==> src/rtl/seg7_disp_arbiter.sv <==
// seg7_disp_arbiter: round-robin arbiter with minimum hold time, sharing one
// multiplexed four-digit seven-segment display between three requesters.
module seg7_disp_arbiter #(
    parameter int SCAN_DIV   = 249999,
    parameter int HOLD_TICKS = 200
) (
    input  logic        clk_sys,
    input  logic        rst_n,
    input  logic [2:0]  req,
    input  logic [47:0] req_data,
    input  logic [11:0] req_dot,
    output logic [2:0]  gnt,
    output logic [2:0]  ack,
    output logic [1:0]  seg_select,
    output logic [3:0]  bin,
    output logic        dot
);
    localparam int CW = $clog2(SCAN_DIV + 2);
    localparam int HW = $clog2(HOLD_TICKS + 2);
    localparam logic [CW-1:0] SCAN_MAX = CW'(SCAN_DIV);
    localparam logic [HW-1:0] HOLD_MAX = HW'(HOLD_TICKS);

    typedef enum logic {IDLE, OWN} state_t;

    state_t        state, state_nxt;
    logic [CW-1:0] scan_cnt;
    logic [1:0]    scan_idx;
    logic          tick;
    logic [HW-1:0] hold_cnt, hold_nxt;
    logic [1:0]    rr_ptr, rr_nxt, owner, owner_nxt, off, win, src;
    logic [2:0]    rot, sum, gnt_nxt, ack_nxt;
    logic [15:0]   disp_reg, disp_nxt, src_data;
    logic [3:0]    dot_reg, dot_nxt, src_dot;
    logic          own_req, release_own;

    assign tick = scan_cnt == SCAN_MAX;

    // Display outputs are all registered from the same scan index so they stay aligned.
    always_ff @(posedge clk_sys) begin
        if (!rst_n) begin
            scan_cnt   <= '0;
            scan_idx   <= '0;
            seg_select <= '0;
            bin        <= '0;
            dot        <= 1'b0;
        end else begin
            scan_cnt   <= tick ? '0 : scan_cnt + 1'b1;
            scan_idx   <= scan_idx + 2'(tick);
            seg_select <= scan_idx;
            bin        <= disp_reg[{scan_idx, 2'b00} +: 4];
            dot        <= dot_reg[scan_idx];
        end
    end

    // Rotate req so bit 0 is the requester at rr_ptr; the first set bit gives the offset.
    always_comb begin
        rot = rr_ptr == 2'd1 ? {req[0], req[2:1]} :
              rr_ptr == 2'd2 ? {req[1:0], req[2]} : req;
        off = rot[0] ? 2'd0 : rot[1] ? 2'd1 : 2'd2;
        sum = {1'b0, rr_ptr} + {1'b0, off};
        win = sum >= 3'd3 ? 2'(sum - 3'd3) : sum[1:0];
        src = state == IDLE ? win : owner;
        src_data = src == 2'd0 ? req_data[15:0] : src == 2'd1 ? req_data[31:16] : req_data[47:32];
        src_dot  = src == 2'd0 ? req_dot[3:0]   : src == 2'd1 ? req_dot[7:4]     : req_dot[11:8];
        own_req     = |(req & gnt);
        release_own = hold_cnt == HOLD_MAX && (!own_req || |(req & ~gnt));
        state_nxt = state;
        gnt_nxt   = gnt;
        ack_nxt   = '0;
        hold_nxt  = hold_cnt;
        rr_nxt    = rr_ptr;
        owner_nxt = owner;
        disp_nxt  = disp_reg;
        dot_nxt   = dot_reg;
        if (state == IDLE) begin
            if (|req) begin
                state_nxt = OWN;
                owner_nxt = win;
                gnt_nxt   = 3'b001 << win;
                ack_nxt   = 3'b001 << win;
                hold_nxt  = '0;
                disp_nxt  = src_data;
                dot_nxt   = src_dot;
            end
        end else begin
            if (own_req) begin
                disp_nxt = src_data;
                dot_nxt  = src_dot;
            end
            if (release_own) begin
                state_nxt = IDLE;
                gnt_nxt   = '0;
                rr_nxt    = owner == 2'd2 ? 2'd0 : owner + 2'd1;
            end else if (tick && hold_cnt != HOLD_MAX) begin
                hold_nxt = hold_cnt + 1'b1;
            end
        end
    end

    always_ff @(posedge clk_sys) begin
        if (!rst_n) begin
            state    <= IDLE;
            gnt      <= '0;
            ack      <= '0;
            hold_cnt <= '0;
            rr_ptr   <= '0;
            owner    <= '0;
            disp_reg <= '0;
            dot_reg  <= '0;
        end else begin
            state    <= state_nxt;
            gnt      <= gnt_nxt;
            ack      <= ack_nxt;
            hold_cnt <= hold_nxt;
            rr_ptr   <= rr_nxt;
            owner    <= owner_nxt;
            disp_reg <= disp_nxt;
            dot_reg  <= dot_nxt;
        end
    end
endmodule

==> config.mk <==
export PLATFORM = sky130hd
export DESIGN_NAME = seg7_disp_arbiter
export DESIGN_NICKNAME = d
export VERILOG_FILES = /design/src/rtl/seg7_disp_arbiter.sv
export SDC_FILE = /design/constraint.sdc
export NUM_CORES = 1
export LEC_CHECK = 0
export ABC_CLOCK_PERIOD_IN_PS = 5600
export CAP_MARGIN = 20
export CORE_MARGIN = 2
export CORE_UTILIZATION = 41
export CTS_CLUSTER_DIAMETER = 40
export DETAILED_ROUTE_END_ITERATION = 10
export PLACE_DENSITY = 0.7
export REMOVE_ABC_BUFFERS = 1
export SLEW_MARGIN = 15
export SYNTH_ARGS = -nofsm -noshare
export SYNTH_HDL_FRONTEND = slang
export SYNTH_SLANG_ARGS = --single-unit
==> constraint.sdc <==
create_clock -name clk_sys -period 5.6 [get_ports clk_sys]
set_input_delay 1.12 -clock clk_sys [delete_from_list [all_inputs] [get_ports clk_sys]]
set_output_delay 1.12 -clock clk_sys [all_outputs]
set_load 0.05 [all_outputs]
* Word level (Yosys, flattened, before mapping)
Cells that the tools add are included.
Operators by class: add/subtract/negate cells 6, $lt $le $gt $ge 2, equal/unequal tests 11, shift operators 2, mux-type cells 29, bitwise operators 6, reduce and logical (&&, ||, !) cells 16
Operator list (number):
- $mux 16 | 5
- $mux 8 | 4
- $mux 4 | 5
- $add 18x1->18 const B | 1
- $eq 18x18->1 const B | 1
- $shiftx 16x5->4 | 1
- $mux 2 | 7
- $reduce_or 3->1 | 4
- $mux 3 | 3
- $add 8x1->8 const B | 1
- $eq 8x8->1 const B | 1
- $ne 8x8->1 const B | 1
- $reduce_and 2->1 | 4
- $and 3x3->3 | 2
- $ne 2x1->1 const B | 3
- $eq 2x1->1 const B | 2
- $eq 2x2->1 const B | 2
- $mux 1 | 4
- $add 2x2->3 | 1
- $ge 3x2->1 const B | 1
- $lt 2x3->1 const B | 1
- $not 1->1 | 3
- $not 3->3 | 1
- $reduce_and 3->1 | 1
- 12 further kinds | 13
Word-level totals: flip-flop bits (word level) 66, input port bits 65, output and inout port bits 13, logic and storage cells 85

* Logic depth before layout (Yosys ltp)
word-level depth 14, depth in mapped cells 16, depth with buffers taken out 15

* Worst setup path before layout
No wires, ideal clock.
path type input port to flip-flop, start in req[0], end reg disp_reg[10], library setup time 117 ps, arrival 3900 ps, data required time 5483 ps, path slack 1583 ps, stages on the path 16, path buffers 2, cell sequence buf_2 inv_1 and3_1 a311oi_1 a21oi_1 ha_1 inv_1 fa_1 inv_1 ha_1 nand3b_1 mux2_2 o2bb2ai_2 buf_2 a21oi_1 o22a_1
Between the ends: word-level cells in the longest chain between the ends 13, elaborated cells between the ends (all ways) 22, classes of those cells add/sub: 2; order compare: 1; eq/ne: 2; mux: 11; bitwise: 1; reduce/logical: 5
Ends and longest elaborated chain:
- start, declared | line 9 | input logic [2:0] req,
- $mux 2 | line 58 | rr_ptr == 2'd2 ? {req[1:0], req[2]} : req;
- $mux 2 | line 57 | rot = rr_ptr == 2'd1 ? {req[0], req[2:1]} :
- $mux 2 (2 in series) | line 59 | off = rot[0] ? 2'd0 : rot[1] ? 2'd1 : 2'd2;
- $add 2x2->3 | line 60 | sum = {1'b0, rr_ptr} + {1'b0, off};
- $ge 3x2->1 or $sub 2x2->2 (tied branches) | line 61 | win = sum >= 3'd3 ? 2'(sum - 3'd3) : sum[1:0];
- $mux 2 | line 61
- $mux 2 | line 62 | src = state == IDLE ? win : owner;
- $eq 2x1->1 | line 63 | src_data = src == 2'd0 ? req_data[15:0] : src == 2'd1 ? req_data[31:16] : req_data[47:32];
- $mux 16 (2 in series) | line 63
- $mux 16 (on tied branches) | line 76, 86
- $mux 16 | line 75 | if (state == IDLE) begin
- end signal, assigned | line 117 | disp_reg <= disp_nxt;
- end, declared | line 32 | logic [15:0] disp_reg, disp_nxt, src_data;
Several ways; a longest one is shown, not always the timed one. The select of a mux whose other input is x is not followed. A chain may end at the register's enable or synchronous reset.

* Worst setup path after layout
start in req[0], end reg disp_reg[0]
Same word-level chain as after synthesis.

==> impl_metrics.json <==
{
  "synth-async-reset-ratio_pct": 0,
  "yosys_warnings": 0,
  "slew_headroom_pct": 34.9,
  "cts_resized": 0,
  "worstPathRequired_ns": 5.83,
  "synth.distinct_cells": 58,
  "synth_top_area_share_pct": 38.4,
  "hp-start": "disp_reg[14]$_SDFFE_PN0P_",
  "synth_edf_count": 0,
  "avgSynthCellArea_um2": 8.71,
  "p_sw_mw": 0.289,
  "powerDensity_mw_per_mm2": 256,
  "cts_tree": "yes",
  "ys_seq_area_share_pct": 38.4,
  "wl_um": 8630,
  "crit_path_start_kind": "input port",
  "postCtsSetupRepairBufs": 0,
  "min_path_type": "reg -> reg",
  "pin_count": 78,
  "rsz0062_at_grt": "false",
  "core_region_area_mm2": 0.00818,
  "critPathMostFrequentCell": "inv_1",
  "synth_top_cell_by_area": "dfxtp_1",
  "antenna_found_initial": 0,
  "p_total_mw": 1.15,
  "min_path_cells": 2,
  "die_w_um": 95.6,
  "final_hold_viol_count": 0,
  "grt_overflow": 0,
  "setup_viol": 0,
  "power.share.clock_pct": 38.9,
  "final_nets": 537,
  "gr-usage-all-layers_pct": 19.7,
  "crit_slowest_cell": "clkdlybuf4s50_1",
  "tns_ns": 0,
  "finalCritPeriodShare_pct": 84.1,
  "syn_area_mm2": 0.00344,
  "seqPwrFrac_pct": 44.7,
  "slowest_delay_ns": 0.64,
  "root_buffer": "clkbuf_8",
  "ys_top_cells_by_area": "dfxtp_1 38%, nor2_1 5.6%, o21ai_0 3.3%",
  "p_int_mw": 0.862,
  "drive_above_1_share_pct": 6.82,
  "multi_input_area_mm2": 0.00195,
  "drc": 0,
  "antenna_cells": 0,
  "slew_viol_final": 0,
  "die_y_um": 95.6,
  "portBuffers": 77,
  "max-cap-violations": 0,
  "startpoint": "req[0]",
  "combPwrFrac_pct": 16.5,
  "clock_latency_ns": 0.35,
  "path_max_fanout": 13,
  "grt_pass1_wl_um": 13900,
  "clock_sinks": 66,
  "htree_levels": 3,
  "finalClockSkew_ns": 0.00614,
  "r2r_start": "rr_ptr[1]$_SDFFE_PN0P_",
  "post_drt_via_cell_ratio": 5.52,
  "fillers": 760,
  "max_freq_mhz": 212,
  "p_sw_share_pct": 25.1,
  "hpwl_um": 6410,
  "seqCellArea_mm2": 0.00132,
  "ir_drop_mv": 0.151,
  "crit_buf_inv": 4,
  "gp_congestion": 0.843,
  "crit_path_end_kind": "register",
  "finalCriticalPeriod_ns": 4.71,
  "start_util_pct": 42.1,
  "clk_pin_slew_worst_paths_ns": 0.07,
  "grt_max_degree": 22,
  "worstMarginPinSlew_ns": 0.972,
  "syn2layout_area_growth_pct": 30.5,
  "status": "complete, no violations",
  "cts_hold_buf": 0,
  "cts_buffers": 9,
  "arrival_ns": 4.94,
  "r2r-end": "disp_reg[0]$_SDFFE_PN0P_",
  "synth_seq_cells": 66,
  "rr_worst_depth": 14,
  "drtIter0Drc": 113,
  "ant_nets": 0,
  "die-area_mm2": 0.00914,
  "clk_path_buf_depth": 2,
  "wire_per_inst_um": 15.0,
  "largest_reg_flops": 18,
  "vias": 3170,
  "synth_ff_type": "dfxtp_1",
  "cp_cell_sequence": "clkdlybuf4s50_1, inv_1, and3_1, a311oi_1, a21oi_1, ha_1, inv_1, fa_1, inv_1, ha_1, nand3b_1, mux2_2, o2bb2ai_2, a21oi_1, o22a_1",
  "crit_family": "compound AO/OA/AOI/OAI gates",
  "whs_ns": 0.463,
  "rrSetupSlack_ns": 1.86,
  "power.leakage_nw": 1.69,
  "worstSetupPathType": "in -> reg",
  "firstDrtPassIters": 5,
  "rows": 33,
  "grt_pass1_vias": 2994,
  "synthCells": 395,
  "whs_endpoint": "disp_reg[14]$_SDFFE_PN0P_"
}
==> worst max-delay path by stage <==
stage,to,slack (ns),cells after the start
2_1_floorplan,disp_reg[0]$_SDFFE_PN0P_,1.75,13
3_3_place_gp,disp_reg[0]$_SDFFE_PN0P_,0.79,15
3_5_place_dp,disp_reg[0]$_SDFFE_PN0P_,0.64,15
4_1_cts,disp_reg[0]$_SDFFE_PN0P_,0.93,15
5_1_grt,disp_reg[0]$_SDFFE_PN0P_,0.62,15
6_report,disp_reg[0]$_SDFFE_PN0P_,0.89,15
==> per-stage QoR <==
step	instances	instance area, um^2	util [%]	setup slack [ns]
finish	574	4490	54.9	0.889
global route	574	4490	54.9	0.625
CTS	574	4490	54.9	0.935
detailed placement	559	4270	52.2	0.637
global placement	559	4270	52.2	0.792
floorplan	376	3360	-	1.75
==> cells by family (layout without fill, tap and decap cells) <==
group	Yosys count	after routing	share of synthesized area [%]
simple gates	137	137	21.0
mux	18	18	7.20
xor+xnor	19	19	4.83
flops	66	66	38.4
buf+inv	44	118	5.05
compound gates	104	104	20.8
fa+ha+maj	7	7	2.76
==> cells in the mapped netlist (all sizes together) (9+ instances only) <==
cell type   n
dfxtp      66
mux2i       9
nand2      20
o21ai      26
a22oi      15
nor2       51
and2       10
a21oi      17
clkbuf     11
inv        25
nand3      11
xor2       12
==> power by group through the flow <==
stage | clock network [mW] | registers, mW | logic [mW]
detailed placement | 0 | 0.524 | 0.188
global route | 0.471 | 0.517 | 0.205
global placement | 0 | 0.523 | 0.185
finish | 0.448 | 0.514 | 0.189
CTS | 0.452 | 0.514 | 0.190
floorplan | 0 | 0.534 | 0.0876
==> area by class of cell <==
type / instances / area share, %
multi-input cells: 285 / 43.4
clock inverters: 2 / 1.34
flip-flops and latches: 66 / 29.4
repair buffers: 78 / 17.3
inverters: 25 / 2.09
clock buffers: 13 / 3.54
well taps: 105 / 2.93
==> routing by layer <==
| layer | vias to the layer above | global-route usage [%] | wire, um |
|---|---|---|---|
| met5 | - | 0 | 0 |
| met4 | 0 | 6.90 | 131 |
| met3 | 12 | 5.61 | 524 |
| met2 | 109 | 31.1 | 4020 |
| met1 | 1480 | 25.7 | 3950 |
| li1 | 1569 | - | - |
==> worst min-delay path: stages, from the launching register on <==
cell and delay (ns):
dfxtp_1 0.33, nand2_1 0.05, o21ai_0 0.05
==> layout by cell type, fill, tap and decap left out, drive strengths merged, types with 8 or more instances in the layout <==
cell and count:
nand2 20, o22ai 8, dfxtp 66, nor2 51
clkbuf 13, mux2i 9, a32oi 8, nand4 8
inv 25, o21ai 26, nand3 11, and2 10
a21oi 17, xor2 12, clkdlybuf4s50 77, a22oi 15
and3 8
Power figures use the tool's default switching activity.
